$ cat src/rtl/jtag_tap_master.sv
// Command-driven IEEE 1149.1 TAP sequencer: RESET / IDLE / SCAN_IR / SCAN_DR over valid/ready.
// Define TAP_MASTER_PAUSE_EN to route every scan through Pause_xR for PAUSE_CYCLES cycles.
//
// state    | meaning
// ---------+------------------------------------------------------------
// ST_START | held after rst; launches the silent power-up reset sequence
// ST_RESET | five TMS=1 then one TMS=0 (Test_Logic_Reset -> Run_Idle)
// ST_READY | parked in Run_Idle, cmd_ready high
// ST_IDLE  | TMS=0 for the requested number of cycles
// ST_PRE   | Select_DR [Select_IR] Capture Shift entry
// ST_SHIFT | one cycle per scan bit, TMS=1 on the last
// ST_PAUSE | Pause_xR dwell (pause build only)
// ST_POST  | [Exit2] Update then back to Run_Idle
// ST_ERR   | illegal scan length, one quiet cycle before the error response
module jtag_tap_master #(
    parameter int MAX_LEN      = 16,
    parameter int LEN_W        = 5,
    parameter int PAUSE_CYCLES = 4
) (
    input  logic               TCK,
    input  logic               rst,
    input  logic               cmd_valid,
    output logic               cmd_ready,
    input  logic [1:0]         cmd_op,
    input  logic [LEN_W-1:0]   cmd_len,
    input  logic [MAX_LEN-1:0] cmd_data,
    input  logic               TDO,
    output logic               TMS,
    output logic               TDI,
    output logic               rsp_valid,
    output logic [MAX_LEN-1:0] rsp_data,
    output logic               rsp_err
);

    localparam int PAUSE_W = $clog2(PAUSE_CYCLES + 1) + 1;
    localparam int CNT_W0  = (LEN_W > PAUSE_W) ? LEN_W : PAUSE_W;
    localparam int CNT_W   = (CNT_W0 > 3) ? CNT_W0 : 3;

    typedef enum logic [3:0] {
        ST_START, ST_RESET, ST_READY, ST_IDLE, ST_PRE,
        ST_SHIFT, ST_PAUSE, ST_POST, ST_ERR
    } ctl_t;

    typedef enum logic [3:0] {
        TAP_EXIT2_DR  = 4'h0, TAP_EXIT1_DR  = 4'h1, TAP_SHIFT_DR  = 4'h2, TAP_PAUSE_DR  = 4'h3,
        TAP_SEL_IR    = 4'h4, TAP_UPDATE_DR = 4'h5, TAP_CAP_DR    = 4'h6, TAP_SEL_DR    = 4'h7,
        TAP_EXIT2_IR  = 4'h8, TAP_EXIT1_IR  = 4'h9, TAP_SHIFT_IR  = 4'hA, TAP_PAUSE_IR  = 4'hB,
        TAP_RUN_IDLE  = 4'hC, TAP_UPDATE_IR = 4'hD, TAP_CAP_IR    = 4'hE, TAP_TLR       = 4'hF
    } tap_t;

    function automatic tap_t tap_next(input tap_t s, input logic tms);
        tap_t n;
        n = s;
        case (s)
            TAP_TLR:       n = tms ? TAP_TLR      : TAP_RUN_IDLE;
            TAP_RUN_IDLE:  n = tms ? TAP_SEL_DR   : TAP_RUN_IDLE;
            TAP_SEL_DR:    n = tms ? TAP_SEL_IR   : TAP_CAP_DR;
            TAP_CAP_DR:    n = tms ? TAP_EXIT1_DR : TAP_SHIFT_DR;
            TAP_SHIFT_DR:  n = tms ? TAP_EXIT1_DR : TAP_SHIFT_DR;
            TAP_EXIT1_DR:  n = tms ? TAP_UPDATE_DR: TAP_PAUSE_DR;
            TAP_PAUSE_DR:  n = tms ? TAP_EXIT2_DR : TAP_PAUSE_DR;
            TAP_EXIT2_DR:  n = tms ? TAP_UPDATE_DR: TAP_SHIFT_DR;
            TAP_UPDATE_DR: n = tms ? TAP_SEL_DR   : TAP_RUN_IDLE;
            TAP_SEL_IR:    n = tms ? TAP_TLR      : TAP_CAP_IR;
            TAP_CAP_IR:    n = tms ? TAP_EXIT1_IR : TAP_SHIFT_IR;
            TAP_SHIFT_IR:  n = tms ? TAP_EXIT1_IR : TAP_SHIFT_IR;
            TAP_EXIT1_IR:  n = tms ? TAP_UPDATE_IR: TAP_PAUSE_IR;
            TAP_PAUSE_IR:  n = tms ? TAP_EXIT2_IR : TAP_PAUSE_IR;
            TAP_EXIT2_IR:  n = tms ? TAP_UPDATE_IR: TAP_SHIFT_IR;
            TAP_UPDATE_IR: n = tms ? TAP_SEL_DR   : TAP_RUN_IDLE;
            default:       n = TAP_TLR;
        endcase
        return n;
    endfunction

    ctl_t               state, state_nxt;
    logic [CNT_W-1:0]   cnt, cnt_nxt;
    tap_t               tap_state;
    logic [LEN_W-1:0]   len_q;
    logic [MAX_LEN-1:0] data_sr;
    logic [MAX_LEN-1:0] cap;
    logic [MAX_LEN-1:0] bit_sel;
    logic               silent;
    logic               len_ok;
    logic               tms_nxt, tdi_nxt, ready_nxt, done_nxt;

    assign len_ok = (cmd_len != '0) && (int'(cmd_len) <= MAX_LEN);

    always_ff @(posedge TCK) begin : state_reg
        if (rst) begin
            state <= ST_START;
            cnt   <= '0;
        end else begin
            state <= state_nxt;
            cnt   <= cnt_nxt;
        end
    end

    // cnt is a down-counter; every phase ends on its terminal count of zero
    always_comb begin : next_state_comb
        state_nxt = state;
        cnt_nxt   = cnt;
        case (state)
            ST_START: begin
                state_nxt = ST_RESET;
                cnt_nxt   = CNT_W'(5);
            end
            ST_RESET, ST_IDLE, ST_POST: begin
                if (cnt == '0) state_nxt = ST_READY;
                else           cnt_nxt   = cnt - CNT_W'(1);
            end
            ST_READY: begin
                if (cmd_valid) begin
                    case (cmd_op)
                        2'b00: begin
                            state_nxt = ST_RESET;
                            cnt_nxt   = CNT_W'(5);
                        end
                        2'b01: begin
                            state_nxt = ST_IDLE;
                            cnt_nxt   = (cmd_len == '0) ? '0 : CNT_W'(cmd_len - LEN_W'(1));
                        end
                        default: begin
                            if (len_ok) begin
                                state_nxt = ST_PRE;
                                cnt_nxt   = cmd_op[0] ? CNT_W'(2) : CNT_W'(3);
                            end else begin
                                state_nxt = ST_ERR;
                            end
                        end
                    endcase
                end
            end
            ST_PRE: begin
                if (cnt == '0) begin
                    state_nxt = ST_SHIFT;
                    cnt_nxt   = CNT_W'(len_q - LEN_W'(1));
                end else begin
                    cnt_nxt = cnt - CNT_W'(1);
                end
            end
            ST_SHIFT: begin
                if (cnt == '0) begin
`ifdef TAP_MASTER_PAUSE_EN
                    state_nxt = ST_PAUSE;
                    cnt_nxt   = CNT_W'(PAUSE_CYCLES - 1);
`else
                    state_nxt = ST_POST;
                    cnt_nxt   = CNT_W'(1);
`endif
                end else begin
                    cnt_nxt = cnt - CNT_W'(1);
                end
            end
            ST_PAUSE: begin
                if (cnt == '0) begin
                    state_nxt = ST_POST;
                    cnt_nxt   = CNT_W'(2);
                end else begin
                    cnt_nxt = cnt - CNT_W'(1);
                end
            end
            ST_ERR:  state_nxt = ST_READY;
            default: state_nxt = ST_START;
        endcase
    end

    // TMS/TDI are decoded from the next phase so the pins come straight off flops
    always_comb begin : output_comb
        tms_nxt = 1'b0;
        tdi_nxt = 1'b1;
        case (state_nxt)
            ST_START:         tms_nxt = 1'b1;
            ST_RESET, ST_POST: tms_nxt = (cnt_nxt != '0);
            ST_PRE:           tms_nxt = cnt_nxt[1];
            ST_SHIFT: begin
                tms_nxt = (cnt_nxt == '0);
                tdi_nxt = (state == ST_SHIFT) ? data_sr[1] : data_sr[0];
            end
            default:          tms_nxt = 1'b0;
        endcase
        ready_nxt = (state_nxt == ST_READY);
        done_nxt  = ready_nxt && (state != ST_READY) && !silent;
    end

    always_ff @(posedge TCK) begin : datapath_reg
        if (rst) begin
            TMS       <= 1'b1;
            TDI       <= 1'b1;
            cmd_ready <= 1'b0;
            rsp_valid <= 1'b0;
            rsp_err   <= 1'b0;
            rsp_data  <= '0;
            silent    <= 1'b1;
            tap_state <= TAP_TLR;
            len_q     <= '0;
            data_sr   <= '0;
            cap       <= '0;
            bit_sel   <= '0;
        end else begin
            TMS       <= tms_nxt;
            TDI       <= tdi_nxt;
            cmd_ready <= ready_nxt;
            rsp_valid <= done_nxt;
            tap_state <= tap_next(tap_state, TMS);
            if (done_nxt) begin
                rsp_data <= cap;
                rsp_err  <= (state == ST_ERR);
            end
            if (cmd_valid && cmd_ready) begin
                len_q   <= cmd_len;
                data_sr <= cmd_data;
                cap     <= '0;
                bit_sel <= MAX_LEN'(1);
                silent  <= 1'b0;
            end else begin
                if (state == ST_SHIFT) data_sr <= data_sr >> 1;
                // the target presents bit i while the tracked TAP sits in Shift
                if (tap_state == TAP_SHIFT_DR || tap_state == TAP_SHIFT_IR) begin
                    if (TDO) cap <= cap | bit_sel;
                    bit_sel <= bit_sel << 1;
                end
            end
        end
    end

endmodule

$ cat config.mk
export PLATFORM = sky130hd
export DESIGN_NAME = jtag_tap_master
export DESIGN_NICKNAME = d
export VERILOG_FILES = /design/src/rtl/jtag_tap_master.sv
export SDC_FILE = /design/constraint.sdc
export NUM_CORES = 1
export LEC_CHECK = 0
export CORE_MARGIN = 10
export CORE_UTILIZATION = 35
export CTS_BUF_LIST = sky130_fd_sc_hd__clkbuf_8
export CTS_CLUSTER_SIZE = 14
export DETAILED_ROUTE_END_ITERATION = 10
export GPL_ROUTABILITY_DRIVEN = 0
export SYNTH_ARGS = -nofsm -noshare
export SYNTH_HDL_FRONTEND = slang
export SYNTH_SLANG_ARGS = --single-unit
$ cat constraint.sdc
create_clock -name TCK -period 8.8 [get_ports TCK]
set_input_delay 2.2 -clock TCK [delete_from_list [all_inputs] [get_ports TCK]]
set_output_delay 2.2 -clock TCK [all_outputs]
set_load 0.1 [all_outputs]
Yosys cells after proc, flatten, opt, wreduce, memory -nomap -nowiden. Cells that the tools add are included.

$add $sub $neg: 3. Multiply operators: 0. Divide/modulo/power cells: 0. $lt $le $gt $ge: 1. Eq/ne operators: 30. Shift-type cells: 0. Multiplexer cells: 36. Bitwise gates (word level): 2. Reduce and logical (&&, ||, !) cells: 26.

Operators by type and width (number): $pmux 4 s12 (1); $eq 4x3->1 const B (11); $eq 4x4->1 const B (9); $mux 5 (7); $mux 16 (2); $pmux 5 s6 (1); $mux 4 (6); $pmux 4 s6 (1); $eq 4x2->1 const B (5); $or 16x16->16 (1); $logic_not 5->1 (3); $sub 5x1->5 const B (3); $eq 4x1->1 const B (3); $logic_not 4->1 (3); $mux 2 (6); $mux 3 (4); $reduce_or 2->1 (6); $pmux 5 s2 (1); $reduce_bool 5->1 (2); $pmux 4 s2 (1); $reduce_or 3->1 (2); $le 5x5->1 const B (1); $mux 1 (5); $logic_and 1x1->1 (4); 9 further kinds (10).

Register bits after elaboration: 88. Latch bits: 0. Bits in writable memories: 0. ROM bits: 0. Bits of input ports: 27. Output and inout port bits: 21. Logic and storage cells: 113. Memories kept: 0.

Longest topological paths before layout.
Depth after elaboration: 9. Mapped depth: 12. Gate-level depth less buffers: 12.

Least setup slack after synthesis. Ideal clock, no wire load.

Path kind: input to register. From: in cmd_len[0]. To: reg TMS. Library setup time: 0.126 ns. Arrival: 4.287 ns. Data required time: 8.674 ns. Path slack: 4.387 ns. Cell stages on the path: 11. Buffers on the path: 0. Cell sequence: inv_1 ha_1 nor3b_1 ha_1 nand2b_1 and3_1 a221oi_1 o221ai_1 nor4b_1 a22o_1 nand3_2.

Cells in the longest elaborated chain, start to end: 9. Elaborated cells between the ends (all ways): 23. Classes of those cells: add/sub: 1; order compare: 1; eq/ne: 4; mux: 10; reduce/logical: 7.

Ends and longest elaborated chain: start: declaration (RTL line 25) `input logic [LEN_W-1:0] cmd_len,`; $le 5x5->1 or $reduce_bool 5->1 (tied branches) (RTL line 87) `assign len_ok = (cmd_len != '0) && (int'(cmd_len) <= MAX_LEN);`; $logic_and 1x1->1 (RTL line 87); $mux 4 (RTL line 124) `if (len_ok) begin`; $pmux 4 s2 (RTL line 114) `case (cmd_op)`; $mux 4 (RTL line 113) `if (cmd_valid) begin`; $pmux 4 s6 (RTL line 103) `case (state)`; $eq 4x1->1 or $eq 4x3->1 (tied branches) (RTL line 172) `case (state_nxt)`; $reduce_or 2->1 (RTL line 172); $pmux 1 s4 * (RTL line 172); end signal: assignment (RTL line 201) `TMS <= tms_nxt;`; end: declaration (RTL line 28) `output logic TMS,`.

Mark *: on every way between the ends. The rest lies on a longest branch, timed or not. A chain may end at the register's enable or synchronous reset.

Worst setup path after layout. Ends and elaborated chain as after synthesis.

==> key figures <==
Logic synthesis
  • Unique cell type count in the Yosys netlist: 59
  • Sequential share of the synthesized area: 45.3%
  • Async set-reset flop share out of synthesis: 0%
  • Register bit total from synthesis: ~90
  • EDFF count, synth: 0
  • Synth Warn #: 0
  • Gate Count Post-Synth: 457
  • Most frequent cell after synthesis: dfxtp_1
  • Post-Syn Area per Cell: 8.51 sq um
  • Yosys top cell area share: 45.3%
  • Top cells by area, synth: dfxtp_1 (45%), mux2i_1 (8.0%), nor2_1 (6.7%)
  • Cell Area, Synth: 3890 sq um
  • Post-Synthesis Net Count: 491
  • Yosys top cell by area: dfxtp_1
  • Main synth FF type: dfxtp_1
  • Synth top cells by count: dfxtp_1 (88), nor2_1 (69), nand2_1 (57)

Die
  • Starting density of the core: 35.9%
  • Core area: 10800 sq um
  • Die area: 15700 sq um
  • Row count: 38
  • IO Pins: 48
  • Die Y: 125 um
  • Die width: 125 um

Global route
  • Largest net degree at the start of global routing: 58
  • GRT Util Overall: 11.2%
  • GR Overflow Total: 0
  • First-pass GRT wire length: 15000 um
  • Initial antenna violation count: 0
  • Via count of the first global-routing pass: 3094

Placed design
  • Setup WS pre-CTS: 3.57 ns
  • Placement Cell Area: roughly 4400 sq um
  • Final HPWL DP: between 6000 and 7000 um
  • Port bufs: 47

Layout
  • Layout cells sized above 1: under 10%
  • Area growth syn-to-layout: 18.4%
  • Ant diodes: 0
  • Finished Cell Area: approximately 4600 sq um
  • Final-stage net count: 521

STA
  • Fin crit share: 56.0%
  • Final hold vios: 0
  • Final setup viols: 0
  • RSZ-0062 raised after global routing: false
  • Setup TNS: 0 ns
  • Fmax: 0.203 GHz
  • Slew Limit Fails: 0
  • Worst Max-Slew Pin Slew: 1.09 ns
  • Clock Skews: approximately 0.016 ns
  • Final Worst Setup Slack: 3.87 ns
  • Slew Limit Headroom: 27.1%
  • Minimum clock period: 4.93 ns

Routing
  • # DRC: 0
  • Final ANT Viol Nets: 0
  • Drt wl/cell: 14.1 um
  • Vias per cell: 5.06
  • Drt total wl: 8920 um
  • Initial drt markers: 254
  • Pre-antenna DRT Iters: 4
  • Via count of the routed design: 3196

Power
  • Lkg Pwr: about 0.0018 uW
  • Power Density: between 200 and 250 nW/um^2
  • VDD IR-drop max: 97.9 uV

Status
  • Status: finished clean

Critical path
  • CP Launch Point: cmd_len[0]
  • Critical Path RT: 9.05 ns
  • Max FO, Critical Path: 5
  • Path depth of the worst reg2reg path: 12
  • FF-to-FF Start: cnt[0]
  • WP data arrival: 5.17 ns
  • Worst Path Class, Setup: in -> reg
  • Worst setup SP type: primary input
  • Crit path capture type: flip-flop

Clock network
  • Clk sink count: 88
  • Post-CTS resize count: 0
  • Number of buffers created by CTS: 9
  • Clk buf depth: 2
  • Hold_buf cts: 0
  • CTS tree: yes
  • H-tree depth: 3
  • Clk slew on worst S/H paths: roughly 0.090 ns
  • Post-CTS Setup Bufs: 0
  • Skew-Pair Late Insertion Delay: 0.37 ns
  • Clk Tree Root Cell: clkbuf_8

Job
  • Max Cap Viol: 0

Hold path
  • Hold crit path type: reg -> reg
  • Hold Path Origin: rsp_err
  • Hold path cells: 2
[layer usage]
layer	vias to the layer above	part of all wire, %	global-route usage (%)
li1	1643	-	-
met1	1479	46	13.2
met2	61	48	18.5
met3	13	4.3	3.72
met4	0	1.8	3.66
met5	-	0	0
[critical path: stages]
cell and delay, ns:
clkdlybuf4s50_1 0.48, inv_1 0.09, ha_1 0.18, nor3b_1 0.32, ha_1 0.32, nand2b_1 0.17
and3_1 0.17, a221oi_1 0.27, o221ai_1 0.20, nor4b_1 0.46, a22o_1 0.23, nand3_2 0.07
[power by group]
group | switching, uW | leakage (uW) | internal [uW]
clock network | 145 | 0.0000942 | 112
registers | 46.8 | 0.000711 | 429
logic | 191 | 0.000955 | 144
[placed cells by master (no fill, tap or decap), drive strengths merged, types with 3 or more instances in the layout]
cell,instances
nand4,3
nand2,57
o21ai,7
nand3,8
xor2,4
or2,4
inv,14
mux2i,31
clkinv,4
nor3,6
a21oi,48
nor4b,3
dfxtp,88
nor2b,6
xnor2,3
clkdlybuf4s50,46
nor3b,3
a31oi,3
clkbuf,10
ha,7
nor2,69
nand2b,7
a211oi,17
buf,6
[path summary, 6_finish.rpt]
kind	to	slack (ns)
worst max-delay path	TMS	3.87
worst min register to register	rsp_err	0.46
worst max register to register	TMS	5.49
worst min-delay path	rsp_err	0.46
[kinds of logic after synthesis]
logic type / count (synthesis) / share of synthesized area (%)
AND/OR/NAND/NOR: 175 / 20.6
AO/OA/AOI/OAI: 103 / 17.3
flip-flops: 88 / 45.3
buffers and inverters: 46 / 5.02
multiplexers: 31 / 7.98
XOR/XNOR: 7 / 1.58
adder cells (fa/ha/maj): 7 / 2.25
[final cells by class]
type	instances	area, sq um
fillers	1109	6230
multi-input cells	323	1940
flip-flops and latches	88	1760
repair buffers	52	503
well taps	140	175
clock buffers	10	138
inverters	13	48.8
clock inverters	5	42.5
[stage by stage]
| step | util [%] | hold slack, ns | total power [uW] | std cells |
|---|---|---|---|---|
| after CTS | 42.5 | 0.466 | 1080 | 631 |
| after global placement | 40.8 | 0.439 | 811 | 616 |
| after detailed placement | 40.8 | 0.453 | 815 | 616 |
| after floorplan | - | 0.427 | 737 | 457 |
| after global routing | 42.5 | 0.493 | 1140 | 631 |
| final | 42.5 | 0.463 | 1070 | 631 |
Power figures use the tool's default switching activity.
